## config.mk

```make
export PLATFORM = sky130hd
export DESIGN_NAME = lcd_timing_gen
export DESIGN_NICKNAME = d
export VERILOG_FILES = /design/src/rtl/lcd_timing_gen.sv
export SDC_FILE = /design/constraint.sdc
export NUM_CORES = 1
export LEC_CHECK = 0
export BUFFER_PORTS_ARGS = -buffer_cell sky130_fd_sc_hd__buf_2
export CAP_MARGIN = 40
export CORE_MARGIN = 10
export CORE_UTILIZATION = 55
export CTS_CLUSTER_DIAMETER = 200
export CTS_CLUSTER_SIZE = 28
export DETAILED_ROUTE_END_ITERATION = 16
export GPL_ROUTABILITY_DRIVEN = 0
export HOLD_SLACK_MARGIN = 0.12
export PLACE_DENSITY = 0.8
export SETUP_SLACK_MARGIN = 0.1
export SLEW_MARGIN = 25
export SYNTH_ARGS = -nofsm -noshare
export SYNTH_HDL_FRONTEND = slang
export SYNTH_SLANG_ARGS = --single-unit
```

## constraint.sdc

```tcl
create_clock -name clk -period 3.7 [get_ports clk]
set_input_delay 0.185 -clock clk [delete_from_list [all_inputs] [get_ports clk]]
set_output_delay 0.185 -clock clk [all_outputs]
set_load 0.02 [all_outputs]
```

## src/rtl/lcd_timing_gen.sv

```systemverilog
// LCD panel timing generator: h/v counters, sync/data-enable and pixel output, all registered one clock after the counters.
// Define LCD_TIMING_PATTERN_EN to build the test-pattern generator; without it, pixels come from solid_rgb.
module lcd_timing_gen #(
  parameter int H_ACTIVE = 1366,
  parameter int H_FP     = 30,
  parameter int H_SYNC   = 114,
  parameter int H_BP     = 30,
  parameter int V_ACTIVE = 768,
  parameter int V_FP     = 3,
  parameter int V_SYNC   = 5,
  parameter int V_BP     = 4,
  parameter bit SYNC_POL = 1'b1,
  parameter int COLOR_W  = 6,
  localparam int H_TOTAL = H_ACTIVE + H_FP + H_SYNC + H_BP,
  localparam int V_TOTAL = V_ACTIVE + V_FP + V_SYNC + V_BP,
  localparam int HW      = $clog2(H_TOTAL),
  localparam int VW      = $clog2(V_TOTAL)
) (
  input  logic                   clk,
  input  logic                   rst,
  input  logic                   en,
  input  logic [1:0]             mode,
  input  logic [3*COLOR_W-1:0]   solid_rgb,
  output logic                   hsync,
  output logic                   vsync,
  output logic                   de,
  output logic [COLOR_W-1:0]     red,
  output logic [COLOR_W-1:0]     green,
  output logic [COLOR_W-1:0]     blue,
  output logic [HW-1:0]          pos_x,
  output logic [VW-1:0]          pos_y,
  output logic                   sof
);

  logic [HW-1:0]        h;
  logic [VW-1:0]        v;
  logic [31:0]          hx, vx;
  logic                 h_last, v_last;
  logic                 de_n, hs_n, vs_n, sof_n;
  logic [3*COLOR_W-1:0] rgb_n, pix;

  assign hx     = 32'(h);
  assign vx     = 32'(v);
  assign h_last = (hx == 32'(H_TOTAL - 1));
  assign v_last = (vx == 32'(V_TOTAL - 1));

  always_ff @(posedge clk) begin
    if (rst || !en) begin
      h <= '0;
      v <= '0;
    end else if (h_last) begin
      h <= '0;
      v <= v_last ? '0 : v + 1'b1;
    end else begin
      h <= h + 1'b1;
    end
  end

  // Everything below is gated by en so a stopped generator presents idle outputs immediately.
  assign de_n  = en && (hx < 32'(H_ACTIVE)) && (vx < 32'(V_ACTIVE));
  assign hs_n  = en && (hx >= 32'(H_ACTIVE + H_FP)) && (hx < 32'(H_ACTIVE + H_FP + H_SYNC));
  assign vs_n  = en && (vx >= 32'(V_ACTIVE + V_FP)) && (vx < 32'(V_ACTIVE + V_FP + V_SYNC));
  assign sof_n = en && (h == '0) && (v == '0);

`ifdef LCD_TIMING_PATTERN_EN
  logic [1:0] mode_q, mode_eff;

  always_ff @(posedge clk) begin
    if (rst) begin
      mode_q <= 2'd0;
    end else if (sof_n) begin
      mode_q <= mode;
    end
  end

  // The first pixel of a frame already uses the newly sampled mode, so a frame is never mixed.
  assign mode_eff = sof_n ? mode : mode_q;

  always_comb begin
    pix = '0;
    case (mode_eff)
      2'd0: begin
        if (hx < 32'(H_ACTIVE / 4))
          pix = {{COLOR_W{1'b1}}, {(2*COLOR_W){1'b0}}};
        else if (hx < 32'(H_ACTIVE / 2))
          pix = {{COLOR_W{1'b0}}, {COLOR_W{1'b1}}, {COLOR_W{1'b0}}};
        else if (hx < 32'((3 * H_ACTIVE) / 4))
          pix = {{(2*COLOR_W){1'b0}}, {COLOR_W{1'b1}}};
        else
          pix = '1;
      end
      2'd1:    pix = {3{COLOR_W'(h)}};
      2'd2:    pix = ((((hx >> 5) ^ (vx >> 5)) & 32'd1) != 32'd0) ? '1 : '0;
      default: pix = solid_rgb;
    endcase
  end
`else
  logic unused_mode;

  assign unused_mode = ^mode;
  assign pix         = solid_rgb;
`endif

  assign rgb_n = de_n ? pix : '0;

  always_ff @(posedge clk) begin
    if (rst) begin
      de    <= 1'b0;
      hsync <= ~SYNC_POL;
      vsync <= ~SYNC_POL;
      sof   <= 1'b0;
      pos_x <= '0;
      pos_y <= '0;
      red   <= '0;
      green <= '0;
      blue  <= '0;
    end else begin
      de    <= de_n;
      hsync <= hs_n ? SYNC_POL : ~SYNC_POL;
      vsync <= vs_n ? SYNC_POL : ~SYNC_POL;
      sof   <= sof_n;
      pos_x <= en ? h : '0;
      pos_y <= en ? v : '0;
      red   <= rgb_n[3*COLOR_W-1:2*COLOR_W];
      green <= rgb_n[2*COLOR_W-1:COLOR_W];
      blue  <= rgb_n[COLOR_W-1:0];
    end
  end

endmodule

```

Yosys cells after proc, flatten, opt, wreduce, memory -nomap -nowiden

Index checks and enable logic that the tools add are counted.

Register bits after elaboration: 64
Output and inout port bits: 43
Bits of input ports: 23

Multiplexer cells: 3
Add/sub/neg operators: 2
Magnitude comparators: 6
Bitwise operators: 2
Equality and inequality tests: 2
Reductions and logical operators: 15

Operator list:

| operator                | count |
|---|---|
| $lt A11 B11 Y1 const B  | 2 |
| $lt A10 B10 Y1 const B  | 2 |
| $add A11 B1 Y11 const B | 1 |
| $eq A11 B11 Y1 const B  | 1 |
| $ge A11 B11 Y1 const B  | 1 |
| $logic_not A11 Y1       | 1 |
| $add A10 B1 Y10 const B | 1 |
| $eq A10 B10 Y1 const B  | 1 |
| $ge A10 B10 Y1 const B  | 1 |
| $logic_not A10 Y1       | 1 |
| $mux W10                | 1 |
| $logic_and A1 B1 Y1     | 8 |
| $reduce_or A2 Y1        | 3 |
| $mux W1                 | 2 |
| $not A1 Y1              | 2 |
| $logic_not A1 Y1        | 1 |
| $logic_or A1 B1 Y1      | 1 |

Logic depth before layout (Yosys ltp)

Depth in word-level cells: 5
Gate-level depth with buffers: 6
Gate-level depth less buffers: 5

Least setup slack after synthesis

OpenSTA, ideal clock, no wires.

Kind: reg2reg
Start: register v[4]
End: register v[1]
Path slack: 1.839 ns
Stages on the path, launching flop included: 5
Data required time: 3.583 ns
Period minus slack after synthesis: 1.861 ns
Arrival time: 1.744 ns
Setup time: 0.117 ns
Cells stage by stage: dfxtp_1 > or4_1 > or4_4 > nor2b_4 > a32o_1

Cells in the longest elaborated chain, start to end: 2

Ends and longest elaborated chain:

| what                   | RTL line | source |
|---|---|---|
| from (decl)            | 36       | `logic [VW-1:0] v;` |
| from (signal assigned) | 53       | `v <= v_last ? '0 : v + 1'b1;` |
| $eq A10 B10 Y1         | 45       | `assign v_last = (vx == 32'(V_TOTAL - 1));` |
| $mux W10               | 53       |  |

Every way passes these cells.
A chain may end at the register's enable or synchronous reset.

Worst setup path after layout

Start: register v[4]
End: register v[2]

The elaborated chain is that of the path after synthesis.

==> summary.txt <==
Outcome
  • Status: finished, final reports clean

STA
  • Hold Vio Cnt, Final: 0
  • Slew Limit Fails: 0
  • Rel. slew slack: around 50%
  • Final setup vio count: 0
  • Setup WS post-layout: between 1500 and 2000 ps
  • Post-route clock skew: 7.121 ps
  • Fin Setup TNS: 0 ps
  • Period utilization: 54.71%
  • Peak Freq: between 400 and 500 MHz
  • Crit path time final: between 2000 and 2500 ps
  • RSZ-0062 raised after global routing: no
  • Worst slew pin tran: around 750 ps

Floorplan
  • Overall die height: approximately 85 um
  • Site Rows: 23
  • Ports: 66
  • Core Area: between 4000 and 5000 um^2
  • Initial Utilization: ~58%
  • Die ar.: roughly 7300 um^2
  • DIE WIDTH: between 80 and 90 um

Clocking
  • H-tree levels: 3
  • Clock root buffer: clkbuf_8
  • CTS tree: built
  • Clk slew on worst S/H paths: about 60 ps
  • CTS Sinks: between 60 and 70
  • CTS resizes: 0
  • Clock insertion delay at the later pin of the skew report: around 340 ps
  • TritonCTS buffer count: 9
  • Clock buffer depth: 2

Finish
  • Synthesis-to-layout area growth: 30.31%
  • # diodes: 0
  • Final net count: between 300 and 400
  • Non-filler cells, final: about 380
  • Layout cells sized above 1: 26.30%
  • Design area: roughly 3000 um^2

Global route
  • Grt ovf: 0
  • Largest net degree at the start of global routing: 20
  • Number of global-route vias before repair: approximately 2,000
  • First-pass GRT wire length: roughly 9800 um
  • Initial antenna violation count: 0
  • Total Routing Usage GR: roughly 17%

Power
  • Static Leak: 1.403 nW
  • Total power: roughly 1.3 mW
  • VDD IR-drop max: around 230 uV
  • Power density cells: 440.8 nW/um^2

Synthesis
  • Ys async rst share: 0%
  • Post-synth top area cell: dfxtp_1
  • Synthesized area: ~2300 um^2
  • Mean area per synthesized cell: 9.745 um^2
  • Net Count, Synth: approximately 270
  • Area contributors post-synth: dfxtp_1 (55%), a211oi_1 (5.8%), and2_1 (4.5%)
  • Synthesized flop and latch total: 64
  • Top FF cell, synth: dfxtp_1
  • Ys Warns: 0
  • Mapped Cells: about 240
  • Seq/Total Area, Yosys: between 50% and 60%
  • Post-synth EDFFs: 0
  • Synth top area share: 54.56%
  • Post-synth cell types: 38

Routing
  • Wirelength, routed: around 6000 um
  • Vias per cell: 5.241
  • DR WL/cell: ~16 um
  • First-pass DRT Iterations: 4
  • Initial DRC Count: about 110
  • Via count: between 1,500 and 2,000
  • Post-route ant nets: 0
  • Drt drc: 0

Worst setup path
  • CP top delay family: simple AND/OR/NAND/NOR gates
  • Crit path largest cell delay: 560 ps
  • Critical path, cell by cell: or4_1 > or4_4 > o21ai_2 > nor2_1
  • Startpoint Class: flip-flop
  • CP max stage cell: or4_4
  • Worst setup EP type: flip-flop
  • CP arrival: roughly 2200 ps
  • Critical Path RT: about 4000 ps
  • WS Path Type: reg2reg
  • Worst-path maximum fanout: 8
  • Worst Path Buf+Inv: 0

Placed design
  • Placed cells: 344
  • Number of buffers added on ports: between 60 and 70
  • Placed cell area: ~2700 um^2
  • DPL Wire Length: about 3800 um
  • Worst slack, placed: between 1500 and 2000 ps

Job
  • Maxcap violations: 0

Worst hold path
  • Min-Delay Path Class: in2reg
[cells in the mapped netlist, types with 4 or more instances]
library cell   n
dfxtp_1       64
inv_1         24
nor2_1        21
a211oi_1      18
and2_1        17
nand3_1        9
a21oi_1        8
clkbuf_1       8
nand2_1        8
xor2_1         8
and3_1         4
ha_1           4
nand4_1        4
o21ai_0        4
or3_1          4
or4_1          4
[per-layer routing]
layer,up-vias,GRT usage (%),wire length (um)
met1,900,19.56,2656
li1,983,-,-
met2,80,25.68,2648
met5,-,0,0
met3,13,7.170,491
met4,0,7.635,124
[stage by stage]
stage | hold WS (ps) | utilization [%]
after floorplan | 298.5 | -
after global placement | 409.6 | 66.30
after detailed placement | 407.8 | 66.39
after CTS | 301.6 | 75.42
after global routing | 333.7 | 75.42
final | 298.9 | 75.42
[where the power goes]
part	total (mW)	switching, mW	internal (mW)
Clock	0.570	0.248	0.322
Sequential	0.704	0.00414	0.699
Combinational	0.0755	0.0413	0.0343
[cells by family (layout without fill, tap and decap cells)]
family          Yosys count  after routing  synth area share (%)
simple gates             87             87                 21.79
xor+xnor                 11             11                 4.103
buf+inv                  35            121                 5.701
flops                    64             64                 54.56
fa+ha+maj                 4              4                 2.131
compound gates           40             40                 11.72
[worst register-to-register path, cell delays in order, from the launching register on]
cell,delay [ps]
dfxtp_1,350
or4_1,550
or4_4,560
o21ai_2,350
nor2_1,100
[layout make-up]
cell class	count	area, um^2
Clock inverter	4	45.04
Clock buffer	11	141.4
Inverter	24	90.09
Tap cell	50	62.56
Timing Repair Buffer	82	503.0
Multi-Input combinational cell	142	937.1
Fill cell	288	997.2
Sequential cell	64	1281
[cells in the final DEF (no fill, tap or decap), drive strengths merged, types with 2 or more instances in the layout]
master / instances
dfxtp: 64
buf: 64
inv: 24
nor2: 21
a211oi: 18
dlygate4sd3: 18
and2: 17
clkbuf: 11
nand3: 10
nand2: 8
xor2: 8
a21oi: 8
o21ai: 6
or4: 5
nand4: 5
and3: 4
or3: 4
ha: 4
nor3: 4
and4: 3
xnor2: 3
o31ai: 3
clkinv: 3
nand2b: 2
nor2b: 2
[worst paths after layout]
path	from	to	slack, ps	cells past startpoint
min	en	pos_x[0]$_SDFF_PP0_	300	3
min reg2reg	h[0]$_SDFF_PP0_	h[0]$_SDFF_PP0_	480	1
max reg2reg	v[4]$_SDFFE_PP0P_	v[2]$_SDFFE_PP0P_	1680	4
max	v[4]$_SDFFE_PP0P_	v[2]$_SDFFE_PP0P_	1680	4
[registers in the layout, summed over array words and instances (netlist names)]
| name | flops |
|---|---|
| pos_x | 11 |
| red | 6 |
| hsync | 1 |
| vsync | 1 |
| v | 10 |
| blue | 6 |
| green | 6 |
| de | 1 |
| sof | 1 |
| h | 11 |
| pos_y | 10 |
[repair_timing]
item                                    CTS  global route
buffers inserted                          0             0
endpoints found under the hold margin    18             0
hold buffers                             18             0
endpoints found under the setup margin    0             0
Power figures use the tool's default switching activity.
